===== src/rtl/mac_burst_ctrl.sv =====
// Burst sequencer for the FP16 MAC datapath: accepts a programmable-length
// operand burst, feeds the external MAC core, waits out its latency and
// captures the accumulated result.
module mac_burst_ctrl #(
    parameter int DATA_W  = 16,
    parameter int CNT_W   = 8,
    parameter int MAC_LAT = 2
) (
    input  logic              clk,
    input  logic              reset,
    input  logic              start,
    input  logic [CNT_W-1:0]  len,
    input  logic              clr_acc,
    input  logic              abort,
    input  logic              in_valid,
    output logic              in_ready,
    input  logic [DATA_W-1:0] a_in,
    input  logic [DATA_W-1:0] b_in,
    output logic [DATA_W-1:0] mac_a,
    output logic [DATA_W-1:0] mac_b,
    output logic              mac_en,
    output logic              mac_clr,
    input  logic [DATA_W-1:0] mac_result,
    output logic [DATA_W-1:0] result,
    output logic              result_valid,
    output logic              done,
    output logic              busy,
    output logic [CNT_W-1:0]  count
);

    // Drain counter must hold MAC_LAT; +2 keeps the width >= 1 for MAC_LAT == 0.
    localparam int DRN_W = $clog2(MAC_LAT + 2);

    typedef enum logic [1:0] {IDLE, RUN, DRAIN, DONE} state_t;

    state_t            state, next_state;
    logic [CNT_W-1:0]  len_q;
    logic [DRN_W-1:0]  drain_cnt;
    logic              zero_len;
    logic              beat;
    logic              last_beat;

    // abort wins over a same-cycle beat, so the beat is simply not taken.
    assign beat      = (state == RUN) && in_valid && !abort;
    assign last_beat = beat && (count == len_q - 1'b1);

    assign in_ready     = (state == RUN);
    assign busy         = (state != IDLE);
    assign done         = (state == DONE);
    assign result_valid = (state == DONE) && !zero_len;

    // State register.
    always_ff @(posedge clk or negedge reset) begin
        if (!reset) state <= IDLE;
        else        state <= next_state;
    end

    // Next-state logic.
    always_comb begin
        next_state = state;
        case (state)
            IDLE:  if (start) next_state = (len == '0) ? DONE : RUN;
            RUN:   if (abort) next_state = IDLE;
                   else if (last_beat) next_state = DRAIN;
            DRAIN: if (abort) next_state = IDLE;
                   else if (drain_cnt == '0) next_state = DONE;
            DONE:  next_state = IDLE;
            default: next_state = IDLE;
        endcase
    end

    // Datapath: operand staging, beat counting, drain timing, result capture.
    // The drain counter is loaded with MAC_LAT on the last-beat edge and the
    // capture happens on the edge after it has reached 0, i.e. MAC_LAT+1 edges
    // after the last beat: mac_result reflects that beat from MAC_LAT edges on.
    always_ff @(posedge clk or negedge reset) begin
        if (!reset) begin
            len_q     <= '0;
            count     <= '0;
            drain_cnt <= '0;
            zero_len  <= 1'b0;
            mac_a     <= '0;
            mac_b     <= '0;
            mac_en    <= 1'b0;
            mac_clr   <= 1'b0;
            result    <= '0;
        end else begin
            mac_a   <= '0;
            mac_b   <= '0;
            mac_en  <= 1'b0;
            mac_clr <= 1'b0;
            case (state)
                IDLE: if (start) begin
                    len_q    <= len;
                    count    <= '0;
                    mac_clr  <= clr_acc;
                    zero_len <= (len == '0);
                end
                RUN: if (beat) begin
                    mac_a  <= a_in;
                    mac_b  <= b_in;
                    mac_en <= 1'b1;
                    count  <= count + 1'b1;
                    if (last_beat) drain_cnt <= DRN_W'(MAC_LAT);
                end
                DRAIN: if (!abort) begin
                    if (drain_cnt == '0) result <= mac_result;
                    else                 drain_cnt <= drain_cnt - 1'b1;
                end
                default: ;
            endcase
        end
    end

endmodule


===== config.mk =====
export PLATFORM = sky130hd
export DESIGN_NAME = mac_burst_ctrl
export DESIGN_NICKNAME = d
export VERILOG_FILES = /design/src/rtl/mac_burst_ctrl.sv
export SDC_FILE = /design/constraint.sdc
export NUM_CORES = 1
export LEC_CHECK = 0
export ABC_AREA = 0
export CORE_MARGIN = 2
export CORE_UTILIZATION = 38
export CTS_CLUSTER_DIAMETER = 120
export DETAILED_ROUTE_END_ITERATION = 12
export GPL_TIMING_DRIVEN = 0
export PLACE_DENSITY = 0.82
export SETUP_SLACK_MARGIN = 0.1
export SLEW_MARGIN = 0
export SYNTH_ARGS = -nofsm -noshare
export SYNTH_HDL_FRONTEND = slang
export SYNTH_SLANG_ARGS = --single-unit

===== constraint.sdc =====
create_clock -name clk -period 1.79 [get_ports clk]
set_input_delay 0.2685 -clock clk [delete_from_list [all_inputs] [get_ports clk]]
set_output_delay 0.2685 -clock clk [all_outputs]
set_load 0.02 [all_outputs]

## Word level (Yosys, flattened, before mapping)

Index checks and enable logic that the tools add are counted.

- Add/subtract/negate cells: 3
- Equality and inequality tests: 11
- Muxes and demuxes: 22
- Bitwise operators: 1
- Reductions and logical operators: 17

Operators by type and width:

| operator | number |
|---|---|
| $mux W16 | 4 |
| $mux W2 | 9 |
| $mux W8 | 2 |
| $pmux W8 S2 | 1 |
| $reduce_and A3 Y1 | 3 |
| $add A8 B1 Y8 const B | 1 |
| $eq A8 B8 Y1 | 1 |
| $logic_not A8 Y1 | 1 |
| $pmux W2 S4 | 1 |
| $sub A8 B1 Y8 const B | 1 |
| $ne A2 B2 Y1 const B | 3 |
| $reduce_bool A2 Y1 | 3 |
| $reduce_and A5 Y1 | 1 |
| $eq A2 B2 Y1 const B | 2 |
| $logic_and A1 B1 Y1 | 4 |
| $logic_not A2 Y1 | 2 |
| $mux W1 | 4 |
| $ne A2 B1 Y1 const B | 2 |
| $pmux W2 S2 | 1 |
| $ne A3 B2 Y1 const B | 1 |
| $ne A3 B3 Y1 const B | 1 |
| $eq A2 B1 Y1 const B | 1 |
| $logic_not A1 Y1 | 2 |
| $reduce_and A2 Y1 | 1 |
| 2 further kinds | 2 |

- Register bits: 71
- Bits of input ports: 62
- Output and inout bits: 62
- Logic and storage cells: 64

## Longest topological paths before layout

Gate-level depths: netlist of the first run.

- Depth after elaboration: 7
- Depth in mapped cells: 7
- Gate-level depth less buffers: 7

## Worst setup path after synthesis of the first run

No wires, ideal clock.

- Path kind: register -> register
- From: register len_q[0]
- To: register state[0]
- Library setup time: 0.120 ns
- Arrival time: 1.581 ns
- Required time: 1.670 ns
- Path slack: 0.090 ns
- Cell stages (with the launch flop): 8
- Path buffers: 0
- Period minus slack after synthesis: 1.700 ns
- Cell sequence: dfrtp_1 > inv_1 > ha_1 > xor2_1 > nand3_1 > nor4_1 > nand4_1 > a31o_1

- Longest elaborated chain between the ends: 5

RTL lines:

| item | RTL line | RTL |
|---|---|---|
| start: declaration | 37 | `logic [CNT_W-1:0] len_q;` |
| start signal: assignment | 94 | `len_q <= len;` |
| $sub A8 B1 Y8 | 45 | `assign last_beat = beat && (count == len_q - 1'b1);` |
| $eq A8 B8 Y1 | 45 |  |
| $logic_and A1 B1 Y1 | 45 |  |
| $ne A3 B2 Y1 (no line) | -- |  |
| $reduce_and A3 Y1 (no line) | -- |  |
| end signal: assignment | 55 | `else state <= next_state;` |
| end: declaration | 36 | `state_t state, next_state;` |

Every way passes these cells.
A chain may end at the register's enable or synchronous reset.

## Worst setup path after layout of the first run

- From: register len_q[1]
- To: register drain_cnt[0]

- Longest elaborated chain between the ends: 5

RTL lines:

| item | RTL line | RTL |
|---|---|---|
| $sub A8 B1 Y8 | 45 |  |
| $eq A8 B8 Y1 | 45 |  |
| $logic_and A1 B1 Y1 | 45 |  |
| $ne A2 B1 Y1 (no line) | -- |  |
| $reduce_and A5 Y1 (no line) | -- |  |
| end signal: assignment | 104 | `if (last_beat) drain_cnt <= DRN_W'(MAC_LAT);` |
| end signal: assignment | 108 | `else drain_cnt <= drain_cnt - 1'b1;` |
| end: declaration | 38 | `logic [DRN_W-1:0] drain_cnt;` |

Every way passes these cells.

==> results of run 1 <==
critical path, stage by stage, from the launching register on:
cell and delay (ns):
dfrtp_1 0.41, inv_2 0.09, ha_4 0.15, nand2b_4 0.06, o211a_1 0.22, o31ai_1 0.25
nand4_1 0.23, a31o_1 0.23
per-layer routing:
metal,vias up,global-route usage [%]
met5,-,0
met4,0,8.08
met3,12,4.42
met2,80,28.3
met1,1061,20.1
li1,1036,-
report_power, final:
group | leakage [nW] | internal, W | total, W | switching (W)
registers | 0.956 | 0.00170 | 0.00180 | 0.0000990
clock network | 0.0740 | 0.000482 | 0.00103 | 0.000549
logic | 1.04 | 0.000377 | 0.000676 | 0.000299
stage by stage:
step	std cells	TNS, ns	total power, W
global route	465	-0.266	0.00369
detailed placement	444	-8.80	0.00244
global placement	444	-138.35	0.00242
finish	465	0	0.00350
CTS	465	-0.00988	0.00350
floorplan	222	0	0.00210
logic make-up (layout without fill, tap and decap cells):
family | after synthesis | after routing
AND/OR/NAND/NOR | 79 | 79
XOR/XNOR | 16 | 16
adder cells (fa/ha/maj) | 3 | 3
multiplexers | 22 | 22
AO/OA/AOI/OAI | 16 | 16
buffers and inverters | 15 | 159
flip-flops | 71 | 71
Yosys cell counts (2+ instances only):
library cell / n / share of area [%]
xor2_1: 9 / 2.8
ha_1: 3 / 1.3
and3_1: 2 / 0.44
nand2b_1: 4 / 0.88
a21oi_1: 2 / 0.35
inv_1: 8 / 1.1
a31oi_1: 2 / 0.44
nor2_1: 9 / 1.2
nor4_1: 5 / 1.1
clkbuf_1: 4 / 0.53
mux2_1: 10 / 3.9
o21ai_0: 5 / 0.88
nor2b_1: 2 / 0.44
buf_2: 2 / 0.35
xnor2_1: 7 / 2.1
a31o_1: 2 / 0.61
nor3_1: 2 / 0.35
mux2_2: 12 / 4.7
nand4_1: 3 / 0.66
and2_1: 35 / 7.7
nand3_1: 5 / 0.88
dfrtp_1: 71 / 62
nand2_1: 5 / 0.66
worst paths after layout:
check                           slack, ns            to       start
worst max-delay path                 0.05  drain_cnt[0]    len_q[1]
worst min register to register       0.48    result[11]  result[11]
worst max register to register       0.05  drain_cnt[0]    len_q[1]
max in group asynchronous            1.12      state[0]       reset
min in group clk                     0.48     mac_a[12]    a_in[12]
worst min-delay path                 0.05     result[1]       reset
final cells by class:
class                      instances  area (um2)  share of cell area, %
buffer                             7        37.5                  0.840
tap                               99         124                   2.77
inverter                           8        30.0                  0.672
timing repair buffer             130        1260                   28.2
clock buffer                      10         128                   2.86
clock inverter                     4        25.0                  0.560
multi-input combinational        136        1080                   24.3
sequential                        71        1780                   39.9
sequential cells by signal, indices dropped and copies added, names as in the netlist, 2 cells and up:
name,flops
count,8
drain_cnt,2
len_q,8
mac_a,16
mac_b,16
result,16
state,2
repair_timing:
item | in CTS | in global routing
setup buffers | 7 | 0
endpoints found under the setup margin | 40 | 13
pin swaps | 3 | 5
hold endpoints to repair | 0 | 0
gates resized for setup | 20 | 18
==> run_results.csv, run 1 <==
group,metric,value,unit
cts,root_buffer,"clkbuf_8",
synth,ys_async_sr_fraction,100,%
synth,synth_edf_count,0,
synth,synth_flop_cell,"dfrtp_1",
global_route,grt_pass1_vias,2241,
global_route,grt_max_degree,72,
detailed_routing,met3_length,417,um
synth,yosys_warnings,0,
cts,clk_latency,0.33,ns
synth,synth_top_family_by_area,"simple AND/OR/NAND/NOR gates",
critical_path,crit_fanout,4,
finish,design_area,4470,um2
outcome,outcome,"complete, no violations",
worst_hold_path,hp-class,"in2async",
finish,final_common_cell,"clkdlybuf4s50_1",
synth,ys_seq_elements,71,
power_and_ir_drop,leakagePower,2.07,nW
critical_path,worstSetupEndpointType,"flip-flop",
synth,synth_compound_area_share,3.77,%
finish,layout_common_cells,"clkdlybuf4s50_1 (110), dfrtp_1 (68), and2_1 (35)",
synth,avgSynthCellArea,12.9,um2
die,initial_core_util,39.4,%
cts,cts.reportedPaths.clkPinSlew,0.07,ns
detailed_routing,drc,0,
timing,slew_headroom,40.9,%
cts,cts_tree,"done",
run,cap_viol_max_count,0,
die,std_cell_rows,31,
synth,synth.yosys.seq_area_share,62.2,%
synth,synthesis.area,2860,um2
synth,synthMuxAreaShare,8.68,%
detailed_routing,num_vias,2189,
power_and_ir_drop,pwr_density_cell,785,nW/um2
finish,fillers,607,
placement,io_buffers,123,
timing,period_needed,1.74,ns
placement,post-dp-hpwl,4.87,mm
finish,area_growth,56.4,%
timing,hold_ws,0.0514,ns
critical_path,cp-start-kind,"flip-flop",
timing,slew_violations,0,
power_and_ir_drop,irDropWorstVdd,0.376,mV
placement,placed_area,4210,um2
timing,finalClockSkew,0.00611,ns
finish,fin_util,61.6,%
timing,rsz0062_at_grt,"true",
synth,yosysUniqueCellTypes,36,
detailed_routing,met2_wirelength,3.42,mm
synth,synthSimpleGateAreaFrac,16.9,%
detailed_routing,wl_per_cell,14.5,um
placement,place_congestion,0.872,
detailed_routing,drt_iter0_markers,60,
synth,synth-xor-area-share,4.91,%
cts,cts_hold_buf,0,
placement,place_ws,-0.390,ns
critical_path,rr_worst_depth,7,
timing,fmax,0.573,GHz
detailed_routing,top_layer_used,"met4",
die,dieHeight,90.7,um
timing,hold_viol_final,0,
detailed_routing,dr.pass1.iters,4,
timing,tightest_slew,0.886,ns
die,dieArea,8220,um2
detailed_routing,wl,6.76,mm
global_route,overflow,0,
cts,cts_max_level,3,
synth,syn_nets,287,
critical_path,worstSetupPathType,"reg2reg",
die,die-width,90.7,um
synth,synthAdderAreaFrac,1.31,%
critical_path,crit_arrival,1.97,ns
detailed_routing,detail-route-antenna-nets,0,
die,io_pins,124,
finish,nNetsFinal,428,
cts,cts-buffers-inserted,9,
cts,cts.sink_count,71,
finish,diodes,0,
finish,drive_above_1_share,15.6,%
global_route,grt_usage,16.9,%
detailed_routing,wl_met1,2.79,mm
global_route,grt_pass1_wl,10.9,mm
timing,setup_viol,0,
cts,clk_path_buf_depth,2,
critical_path,required,2.02,ns
synth,synthCells,222,
detailed_routing,vias_per_cell,4.71,
timing,finalCritPeriodShare,97.4,%
global_route,antenna_found_initial,0,
timing,layout_setup_ws,0.0462,ns
die,core,7250,um2
No activity file was read; power rests on OpenSTA's default activity.
==> run 2: changes to the inputs <==
--- a/config.mk
+++ b/config.mk
@@ -11,2 +11,3 @@
 export CTS_CLUSTER_DIAMETER = 120
+export CTS_CLUSTER_SIZE = 25
 export DETAILED_ROUTE_END_ITERATION = 12
==> constraint.sdc (replaced) <==
create_clock -name clk -period 1.79 [get_ports clk]
set_input_delay 0.358 -clock clk [delete_from_list [all_inputs] [get_ports clk]]
set_output_delay 0.358 -clock clk [all_outputs]
set_load 0.02 [all_outputs]
==> run 2 against run 1 <==
  * The flow now finishes with violations (negative setup slack)
  * Register-to-register slack worse by 0.13 ns
  * Combinational power grew 9.6%
  * Sequential power about the same
  * Non-clock buffer count up 6
  * Clock-buffer cell count is the same
==> run_results.csv, run 2 (synthesized netlist as in run 1, its figures left out) <==
group,metric,value,unit
outcome,outcome,"finished with violations",
outcome,violations,"negative setup slack",
die,initial_core_util,39.4,%
finish,nNetsFinal,434,
placement,placed_area,4210,um2
finish,final_common_cell,"clkdlybuf4s50_1",
timing,finalClockSkew,0.00645,ns
die,std_cell_rows,31,
cts,cts_max_level,3,
cts,root_buffer,"clkbuf_8",
timing,fin_tns_setup,-0.197,ns
finish,design_area,4560,um2
global_route,overflow,0,
cts,cts.sink_count,71,
die,dieHeight,90.7,um
run,cap_viol_max_count,0,
global_route,grt_pass1_wl,11.0,mm
critical_path,crit_family,"compound AO/OA/AOI/OAI gates",
cts,cts-buffers-inserted,9,
power_and_ir_drop,irDropWorstVdd,0.378,mV
power_and_ir_drop,finalPower,0.00357,W
timing,layout_setup_ws,-0.0830,ns
detailed_routing,drc,0,
timing,slew_violations,0,
critical_path,cp_slowest_cell,"dfrtp_1",
critical_path,crit_fanout,4,
detailed_routing,drt_iter0_markers,75,
detailed_routing,vias_per_cell,4.68,
die,die-width,90.7,um
cts,cts.reportedPaths.clkPinSlew,0.07,ns
detailed_routing,dr.pass1.iters,4,
critical_path,worstSetupEndpointType,"flip-flop",
detailed_routing,num_vias,2203,
timing,slew_headroom,41.1,%
worst_hold_path,hp-class,"in2async",
global_route,grt_pass1_vias,2270,
finish,drive_above_1_share,17.2,%
finish,layout_common_cells,"clkdlybuf4s50_1 (106), dfrtp_1 (68), and2_1 (34)",
timing,setup_viol,4,
placement,io_buffers,123,
power_and_ir_drop,leakagePower,2.16,nW
critical_path,cp-start-kind,"flip-flop",
cts,clk_path_buf_depth,2,
finish,diodes,0,
die,dieArea,8220,um2
power_and_ir_drop,pwr_density_cell,783,nW/um2
global_route,antenna_found_initial,0,
timing,finalCritPeriodShare,105,%
placement,post-dp-hpwl,4.87,mm
placement,place_congestion,0.872,
placement,place_ws,-0.480,ns
detailed_routing,detail-route-antenna-nets,0,
cts,cts_tree,"done",
detailed_routing,wl_per_cell,14.7,um
die,core,7250,um2
finish,reg_top3,"mac_a: 16 flops, mac_b: 16 flops, result: 16 flops",
die,io_pins,124,
critical_path,crit_buf_inv,1,
timing,hold_viol_final,0,
cts,cts_hold_buf,0,
timing,fmax,0.534,GHz
timing,tightest_slew,0.884,ns
global_route,grt_max_degree,72,
detailed_routing,wl,6.95,mm
timing,rsz0062_at_grt,"true",
critical_path,cp_slowest_stage_delay,0.38,ns
finish,area_growth,59.6,%
critical_path,crit_chain,"inv_1, ha_4, nand2b_4, o211a_1, o31ai_1, nand4_1, a31o_1",
cts,clk_latency,0.33,ns
critical_path,crit_arrival,2.10,ns
critical_path,required,2.02,ns
critical_path,worstSetupPathType,"reg2reg",
timing,period_needed,1.87,ns
global_route,grt_usage,17.0,%
==> run 2: cell count changes in the layout (fill, tap and decap cells not counted), sizes merged <==
cell | previous run | this run
dlymetal6s2s | 1 | 3
clkdlybuf4s15 | 0 | 1
dlygate4sd2 | 8 | 9
buf | 12 | 21
clkbuf | 16 | 13
clkdlybuf4s50 | 110 | 106
==> run 2: what timing repair did <==
action,CTS,global route
setup buffers,9,4
pin swaps,8,10
gates resized for setup,30,22
endpoints found under the setup margin,44,22
==> run 2: path summary, 6_finish.rpt <==
path                               to  cells after the start  startpoint  slack [ns]
setup / recovery             state[0]                      7    len_q[0]       -0.08
hold / removal              result[1]                      1       reset        0.14
setup reg to reg             state[0]                      7    len_q[0]       -0.08
hold reg to reg            result[11]                      1  result[11]        0.48
max in group asynchronous    state[0]                      1       reset        1.04
min in group clk           result[11]                      1  result[11]        0.48
==> run 2: stage by stage <==
step                hold WS, ns  cells  utilization (%)
floorplan                0.0624    222                -
global placement          0.470    444             58.0
detailed placement        0.474    444             58.0
CTS                       0.168    467             61.3
global route              0.225    471             62.8
finish                    0.136    471             62.8
==> run 2: layout make-up <==
type                    instances  area (um2)
repair buffers                136        1320
inverters                       8        30.0
clock inverters                 4        25.0
flip-flops and latches         71        1780
plain buffers                   7        43.8
fillers                       602        2700
well taps                      99         124
clock buffers                  10         128
multi-input cells             136        1100
==> run 2: layer usage <==
layer	up-vias	share of wire (%)	GRT usage, %
met2	78	51	28.5
met3	12	5.9	4.42
met4	0	1.6	8.08
met5	-	0	0
met1	1069	42	20.3
li1	1044	-	-
==> run 2: report_power, final <==
group          internal (W)  switching, W
logic              0.000414      0.000326
clock network      0.000482      0.000548
registers           0.00170     0.0000970
total               0.00260      0.000971
